===== config.mk =====
export PLATFORM = sky130hd
export DESIGN_NAME = spi_master
export DESIGN_NICKNAME = d
export VERILOG_FILES = /design/src/rtl/spi_pkg.sv /design/src/rtl/spi_sclk_tick.sv /design/src/rtl/spi_master.sv
export SDC_FILE = /design/constraint.sdc
export NUM_CORES = 1
export LEC_CHECK = 0
export CAP_MARGIN = 20
export CORE_MARGIN = 2
export CORE_UTILIZATION = 35
export CTS_BUF_LIST = sky130_fd_sc_hd__clkbuf_4 sky130_fd_sc_hd__clkbuf_8
export CTS_CLUSTER_SIZE = 40
export DETAILED_ROUTE_END_ITERATION = 6
export DONT_BUFFER_PORTS = 1
export GPL_ROUTABILITY_DRIVEN = 0
export GPL_TIMING_DRIVEN = 0
export PLACE_DENSITY_LB_ADDON = 0.12
export SLEW_MARGIN = 5
export SYNTH_ARGS = -nofsm -noshare
export SYNTH_HDL_FRONTEND = slang
export SYNTH_SLANG_ARGS = --single-unit

===== constraint.sdc =====
create_clock -name CLK -period 2.31 [get_ports CLK]
set_input_delay 0.462 -clock CLK [delete_from_list [all_inputs] [get_ports CLK]]
set_output_delay 0.462 -clock CLK [all_outputs]
set_load 0.01 [all_outputs]

===== src/rtl/spi_pkg.sv =====
// Shared definitions for the SPI master: FSM state encodings, R/W flag values
// and the frame-length helper.
package spi_pkg;

  localparam logic [2:0] ST_IDLE  = 3'd0;
  localparam logic [2:0] ST_SETUP = 3'd1;
  localparam logic [2:0] ST_SHIFT = 3'd2;
  localparam logic [2:0] ST_HOLD  = 3'd3;
  localparam logic [2:0] ST_GAP   = 3'd4;

  localparam logic RW_WRITE = 1'b1;
  localparam logic RW_READ  = 1'b0;

  function automatic int frame_len(input int a, input int d);
    return a + 1 + d;
  endfunction

endpackage


===== src/rtl/spi_sclk_tick.sv =====
// SCLK half-period timer: a one-cycle tick every DIV clocks, realigned by load
// so the first tick lands exactly DIV cycles after the load cycle.
module spi_sclk_tick #(
  parameter int DIV = 4
) (
  input  logic clk,
  input  logic srst,
  input  logic load,
  output logic tick
);

  localparam int CW = (DIV > 1) ? $clog2(DIV) : 1;
  localparam logic [CW-1:0] LAST = CW'(DIV - 1);

  logic [CW-1:0] cnt_q, cnt_d;

  always_comb begin
    cnt_d = cnt_q + CW'(1);
    if (load || (cnt_q == LAST)) begin
      cnt_d = '0;
    end
  end

  assign tick = (cnt_q == LAST);

  always_ff @(posedge clk) begin
    if (srst) begin
      cnt_q <= '0;
    end else begin
      cnt_q <= cnt_d;
    end
  end

endmodule


===== src/rtl/spi_master.sv =====
// Single-CS SPI master (SCLK idle low, LSB first): one register read/write
// request becomes one frame of {data, addr, rw}, read data returned on RSP_VALID.
module spi_master
  import spi_pkg::*;
#(
  parameter int D   = 8,
  parameter int A   = 8,
  parameter int DIV = 4
) (
  input  logic         CLK,
  input  logic         RST,
  input  logic         REQ_VALID,
  output logic         REQ_READY,
  input  logic         REQ_WR,
  input  logic [A-1:0] REQ_ADDR,
  input  logic [D-1:0] REQ_WDATA,
  output logic         RSP_VALID,
  output logic [D-1:0] RSP_RDATA,
  output logic         BUSY,
  output logic         SS,
  output logic         SCLK,
  output logic         MOSI,
  input  logic         MISO
);

  localparam int N  = frame_len(A, D);
  localparam int EW = $clog2(2 * N + 1);
  // edge_q holds 2k+1 while SCLK is high for bit k
  localparam logic [EW-1:0] EDGE_DATA0 = EW'(2 * A + 3);
  localparam logic [EW-1:0] EDGE_LAST  = EW'(2 * N - 1);

  logic [2:0]    state_q, state_d;
  logic [N-1:0]  shreg_q, shreg_d;
  logic [D-1:0]  cap_q, cap_d;
  logic [D-1:0]  rdata_q, rdata_d;
  logic [EW-1:0] edge_q, edge_d;
  logic          wr_q, wr_d;
  logic          ss_q, ss_d;
  logic          sclk_q, sclk_d;
  logic          mosi_q, mosi_d;
  logic          rsp_valid_q, rsp_valid_d;
  logic          gap_half_q, gap_half_d;
  logic          tick;
  logic          load;

  spi_sclk_tick #(.DIV(DIV)) u_tick (
    .clk  (CLK),
    .srst (RST),
    .load (load),
    .tick (tick)
  );

  always_comb begin
    state_d     = state_q;
    shreg_d     = shreg_q;
    cap_d       = cap_q;
    rdata_d     = rdata_q;
    edge_d      = edge_q;
    wr_d        = wr_q;
    ss_d        = ss_q;
    sclk_d      = sclk_q;
    mosi_d      = mosi_q;
    gap_half_d  = gap_half_q;
    rsp_valid_d = 1'b0;
    load        = 1'b0;

    case (state_q)
      ST_IDLE: begin
        if (REQ_VALID) begin
          // Read frames carry zeros in the data field so MOSI idles low there
          shreg_d = {((REQ_WR == RW_WRITE) ? REQ_WDATA : {D{1'b0}}), REQ_ADDR, REQ_WR};
          wr_d    = REQ_WR;
          ss_d    = 1'b0;
          sclk_d  = 1'b0;
          mosi_d  = REQ_WR;
          cap_d   = '0;
          edge_d  = '0;
          load    = 1'b1;
          state_d = ST_SETUP;
        end
      end

      ST_SETUP: begin
        if (tick) begin
          sclk_d  = 1'b1;
          edge_d  = edge_q + EW'(1);
          state_d = ST_SHIFT;
        end
      end

      ST_SHIFT: begin
        if (tick) begin
          edge_d = edge_q + EW'(1);
          if (sclk_q) begin
            sclk_d  = 1'b0;
            shreg_d = shreg_q >> 1;
            mosi_d  = shreg_q[1];
            // LSB arrives first, so shifting in from the top leaves it at bit 0
            if ((wr_q == RW_READ) && (edge_q >= EDGE_DATA0)) begin
              cap_d = {MISO, cap_q[D-1:1]};
            end
            if (edge_q == EDGE_LAST) begin
              state_d = ST_HOLD;
            end
          end else begin
            sclk_d = 1'b1;
          end
        end
      end

      ST_HOLD: begin
        if (tick) begin
          ss_d        = 1'b1;
          rsp_valid_d = 1'b1;
          rdata_d     = (wr_q == RW_WRITE) ? '0 : cap_q;
          gap_half_d  = 1'b0;
          state_d     = ST_GAP;
        end
      end

      ST_GAP: begin
        if (tick) begin
          if (gap_half_q) begin
            state_d = ST_IDLE;
          end else begin
            gap_half_d = 1'b1;
          end
        end
      end

      default: begin
        state_d = ST_IDLE;
        ss_d    = 1'b1;
        sclk_d  = 1'b0;
        mosi_d  = 1'b0;
      end
    endcase
  end

  always_ff @(posedge CLK) begin
    if (RST) begin
      state_q     <= ST_IDLE;
      shreg_q     <= '0;
      cap_q       <= '0;
      rdata_q     <= '0;
      edge_q      <= '0;
      wr_q        <= 1'b0;
      ss_q        <= 1'b1;
      sclk_q      <= 1'b0;
      mosi_q      <= 1'b0;
      rsp_valid_q <= 1'b0;
      gap_half_q  <= 1'b0;
    end else begin
      state_q     <= state_d;
      shreg_q     <= shreg_d;
      cap_q       <= cap_d;
      rdata_q     <= rdata_d;
      edge_q      <= edge_d;
      wr_q        <= wr_d;
      ss_q        <= ss_d;
      sclk_q      <= sclk_d;
      mosi_q      <= mosi_d;
      rsp_valid_q <= rsp_valid_d;
      gap_half_q  <= gap_half_d;
    end
  end

  assign REQ_READY = (state_q == ST_IDLE);
  assign BUSY      = (state_q != ST_IDLE);
  assign RSP_VALID = rsp_valid_q;
  assign RSP_RDATA = rdata_q;
  assign SS        = ss_q;
  assign SCLK      = sclk_q;
  assign MOSI      = mosi_q;

endmodule

Word-level counts from Yosys, hierarchy flattened. Index checks and enable logic that the tools add are counted.

Flip-flop bits (word level): 50. Bits of input ports: 21. Output and inout port bits: 14. Logic and storage cells: 97.

Add/subtract/negate cells: 2. $lt $le $gt $ge: 1. Equal/unequal tests: 16. Multiplexer cells: 38. Bitwise logic cells: 5. Reductions and logical operators: 23.

Operators with widths (count): two-way mux 17 bit (3); two-way mux 8 bit (6); case mux 17 bit (2 select lines) (1); two-way mux 3 bit (8); != test 2 bit (second input constant) (9); case mux 8 bit (2 select lines) (1); case mux 3 bit (5 select lines) (1); two-way mux 6 bit (2); case mux 6 bit (2 select lines) (1); AND reduction 4 bit (3); two-way mux 1 bit (11); AND reduction 3 bit (3); AND reduction 8 bit (1); OR reduction 2 bit (4); adder 6 x 1 -> 6 bit (second input constant) (1); == test 3 x 2 -> 1 bit (second input constant) (2); == test 6 bit (second input constant) (1); greater-or-equal comparator 6 x 5 -> 1 bit (second input constant) (1); case mux 1 bit (3 select lines) (2); nonzero test 2 bit (3); OR reduction 3 bit (2); NOT 1 bit (5); AND reduction 5 bit (1); case mux 1 bit (4 select lines) (1); 11 further kinds (12).

Logic depth before layout (Yosys ltp).
Depth in word-level cells: 6. Gate-level depth with buffers: 7. Gate-level depth less buffers: 6.

By module. A second synthesis with hierarchy kept.

Cell total of the unflattened synthesis: 244. Area total of the unflattened synthesis: 2163.3 sq um.

Modules (own cells, without submodules): spi_master (instances 1, cells each 239, area an instance 2083.2 sq um, seq. area each 940.9 sq um); spi_sclk_tick (instances 1, cells each 5, area an instance 80.1 sq um, seq. area each 40.0 sq um).

Worst setup path after synthesis. Ideal clock, no wire load.

Path kind: reg2out. Start: register state_q[1]. End: output port BUSY. Data arrival time: 1229 ps. Required time: 1848 ps. Setup slack: 619 ps. Cell stages (with the launch flop): 6. Buffers on the path: 3. Cell sequence: dfxtp_1 -> buf_6 -> buf_4 -> buf_2 -> nor3_1 -> inv_1.

Word-level cells in the longest chain between the ends: 1.

Ends and longest elaborated chain: start: declaration (line spi_master.sv:32) `logic [2:0] state_q, state_d;`; start signal: assignment (line spi_master.sv:154) `state_q <= state_d;`; nonzero test 3 bit (line spi_master.sv:169) `assign BUSY = (state_q != ST_IDLE);`; end: declaration (line spi_master.sv:19) `output logic BUSY,`.

No other way between the ends.

Worst setup path after layout. Ends and elaborated chain as after synthesis.

==> results.md <==
* Post-Route WL at 5.377 mm
* M1 WL at 2.679 mm
* Slew HR at 46.33%
* Area contributors post-synth: dfxtp_1, nand2_1, a311oi_1, mux2i_1, nor2_1
* Largest net degree at the start of global routing at 17
* # rows at 29
* RSZ-0062 raised after global routing: false
* Detail Route Antenna Nets at 0
* Wire per inst at 15.50 µm
* CTS root buf: clkbuf_8
* Max stage delay cell, worst path: nor3_1
* Share of the synthesized area in the top cell type at 43.17%
* Setup violators final at 0
* Primary FF master, synth: dfxtp_1
* FF+latch count, synth at 49
* CTS H-tree lvls at 2
* Clk sinks at 49
* Detailed-routed wire length on met3 at 216 µm
* GR Util All Layers at 15.97%
* Power Density at 687.2 nW/µm²
* Hpwl dp at 3.718 mm
* Met2 WL at 2.420 mm
* Grt ovf at 0
* Post-synthesis cell area at 2272 µm²
* Layout Cells excl Fill at 347
* Min-delay worst type: input pin to register
* Worst Skew at 0.007537 ns
* Yosys Warn Count at 0
* Reg2reg path depth at 5
* Critical path launch point type: register
* Full die area at 7152 µm²
* Max Transition Viols Final at 0
* Synth area leader: dfxtp_1
* Critical Path End Type: primary output
* Layout area overhead at 9.251%
* Syn nets at 286
* Max frequency at 0.4709 GHz
* Slew @ Worst Pin at 0.7983 ns
* Fin. Hold Viols at 0
* Clock Path Buffers at 2
* Fraction of registers with async set/reset at 0%
* Data required time at the worst endpoint at 1.85 ns
* Worst-path fanout max at 10
* First-pass GRT wire length at 9.287 mm
* Fillers at 677
* Top Metal Used: met4
* CP bufs+invs at 4
* Syn avg cell area at 8.672 µm²
* Seq/Total Area, Yosys at 43.17%
* Slowest stage delay, CP at 0.39 ns
* Share of post-route cells with drive strength above 1 at 9.259%
* Placed cell count at 339
* Total vias in the final route at 1879
* EDFF count, synth at 0
* Setup TNS at 0 ns
* Status: finished, final reports clean
* Synth cell types at 43
* MaxCap Viol Count at 0
* Mapped Cells at 262
* Via density at 5.415
* Ant. Diodes at 0
* CP Depth at 5
* Buffer count from post-CTS setup fixing at 0
* Die span in y at 84.57 µm
* Count leader, synth: dfxtp_1
* IO buf count at 0
* Layout Utilization at 39.32%
* Peak supply drop at 0.0003006 V
* Min Clock Period, post-route at 2.123 ns
* Nets at 293
* Iteration-0 DRC count of the detailed router at 107
* Drc violations at 0
* Initial core utilization at 35.99%
* P_leak at 0.8894 nW
* Initial antenna violation count at 0
* Most common library cells after synthesis: dfxtp_1, nand2_1, nor2_1
* Initial DRT Pass Iterations at 4
* CP cell instances: buf_6 > buf_4 > buf_2 > nor3_1 > inv_1
* CTS Buf Count at 5
* Clock Latency Late Sink at 0.31 ns
* Crit path max-delay family: buffers and inverters
* Worst hold stages at 2
* Reg clk slew, reported paths at 0.09 ns
* # IOs at 35
* Die width at 84.57 µm
* Number of global-route vias before repair at 1869
* Worst Path Arrival at 1.66 ns
* Final period util at 91.93%
* CTS tree: done
* Core area at 6314 µm²
* CP Class: register to primary output
## worst paths after layout
kind	start	endpoint	slack, ns
max	state_q[1]$_SDFFE_PP0P_	BUSY	0.19
min reg2reg	u_tick.cnt_q[0]$_SDFF_PP0_	u_tick.cnt_q[0]$_SDFF_PP0_	0.44
min	MISO	cap_q[7]$_SDFFE_PP0P_	0.29
max reg2reg	u_tick.cnt_q[0]$_SDFF_PP0_	shreg_q[3]$_SDFFE_PP0P_	0.37
## kinds of logic after synthesis
kind of cell    after synthesis  synth area share (%)
buf+inv                      24                 5.451
fa+ha+maj                     3                 1.652
simple gates                118                 25.33
compound gates               54                 18.34
flops                        49                 43.17
xor+xnor                      2                0.7711
mux                          12                 5.287
## worst reg2reg max path, stage by stage, from the launching register on
cell      delay, ns
dfxtp_1        0.35
ha_1           0.23
nand3_1        0.15
a211oi_2       0.49
clkbuf_1       0.42
a311oi_1       0.16
## through the flow
stage	worst slack, ns	cell area [µm²]	total power, mW	hold WS (ns)
6_report	0.1865	2482	1.706	0.2916
4_1_cts	0.08423	2481	1.729	0.2840
5_1_grt	0.1051	2482	1.788	0.2989
3_3_place_gp	0.2414	2369	1.092	0.4294
2_1_floorplan	0.6186	2272	1.052	0.4079
3_5_place_dp	0.2342	2369	1.094	0.4264
## final cells by class
| cell class | instances | area, µm² | area share [%] |
|---|---|---|---|
| clock buffer | 5 | 68.82 | 2.772 |
| sequential | 49 | 980.9 | 39.52 |
| inverter | 4 | 15.01 | 0.6048 |
| clock inverter | 3 | 43.79 | 1.764 |
| buffer | 20 | 110.1 | 4.436 |
| multi-input combinational | 189 | 1167 | 47.03 |
| tap | 77 | 96.34 | 3.881 |
## sequential cells by signal, indices dropped and copies added (netlist names)
| name | cells |
|---|---|
| SS | 1 |
| cap_q | 8 |
| RSP_RDATA | 8 |
| SCLK | 1 |
| RSP_VALID | 1 |
| state_q | 3 |
| MOSI | 1 |
| u_tick.cnt_q | 2 |
| wr_q | 1 |
| gap_half_q | 1 |
| edge_q | 6 |
| shreg_q | 16 |
## placed cells by master, fill, tap and decap left out, types with 6 or more instances in the layout
cell type   n
dfxtp_1    49
nand2_1    39
nor2_1     27
a311oi_1   15
nand2b_1   14
nand3_1    12
mux2i_1    12
clkbuf_1    9
a21oi_1     9
a22o_1      8
buf_4       6
nor3_1      6
## where the power goes
part           switching, mW  internal, mW  total, mW
combinational          0.105        0.0666      0.172
clock                  0.309         0.325      0.634
sequential            0.0206         0.880      0.900
total                  0.435          1.27       1.71
## metal layers
metal / track usage (%) / vias up
met5: 0 / -
met4: 3.896 / 0
met3: 4.326 / 6
met2: 25.98 / 35
met1: 21.13 / 884
li1: - / 954
## what timing repair did
item / CTS / global route
hold endpoints to repair: 0 / 0
endpoints found under the setup margin: 0 / 1
gates resized for setup: 0 / 2
hold buffers: 0 / 0
Power figures use the tool's default switching activity.
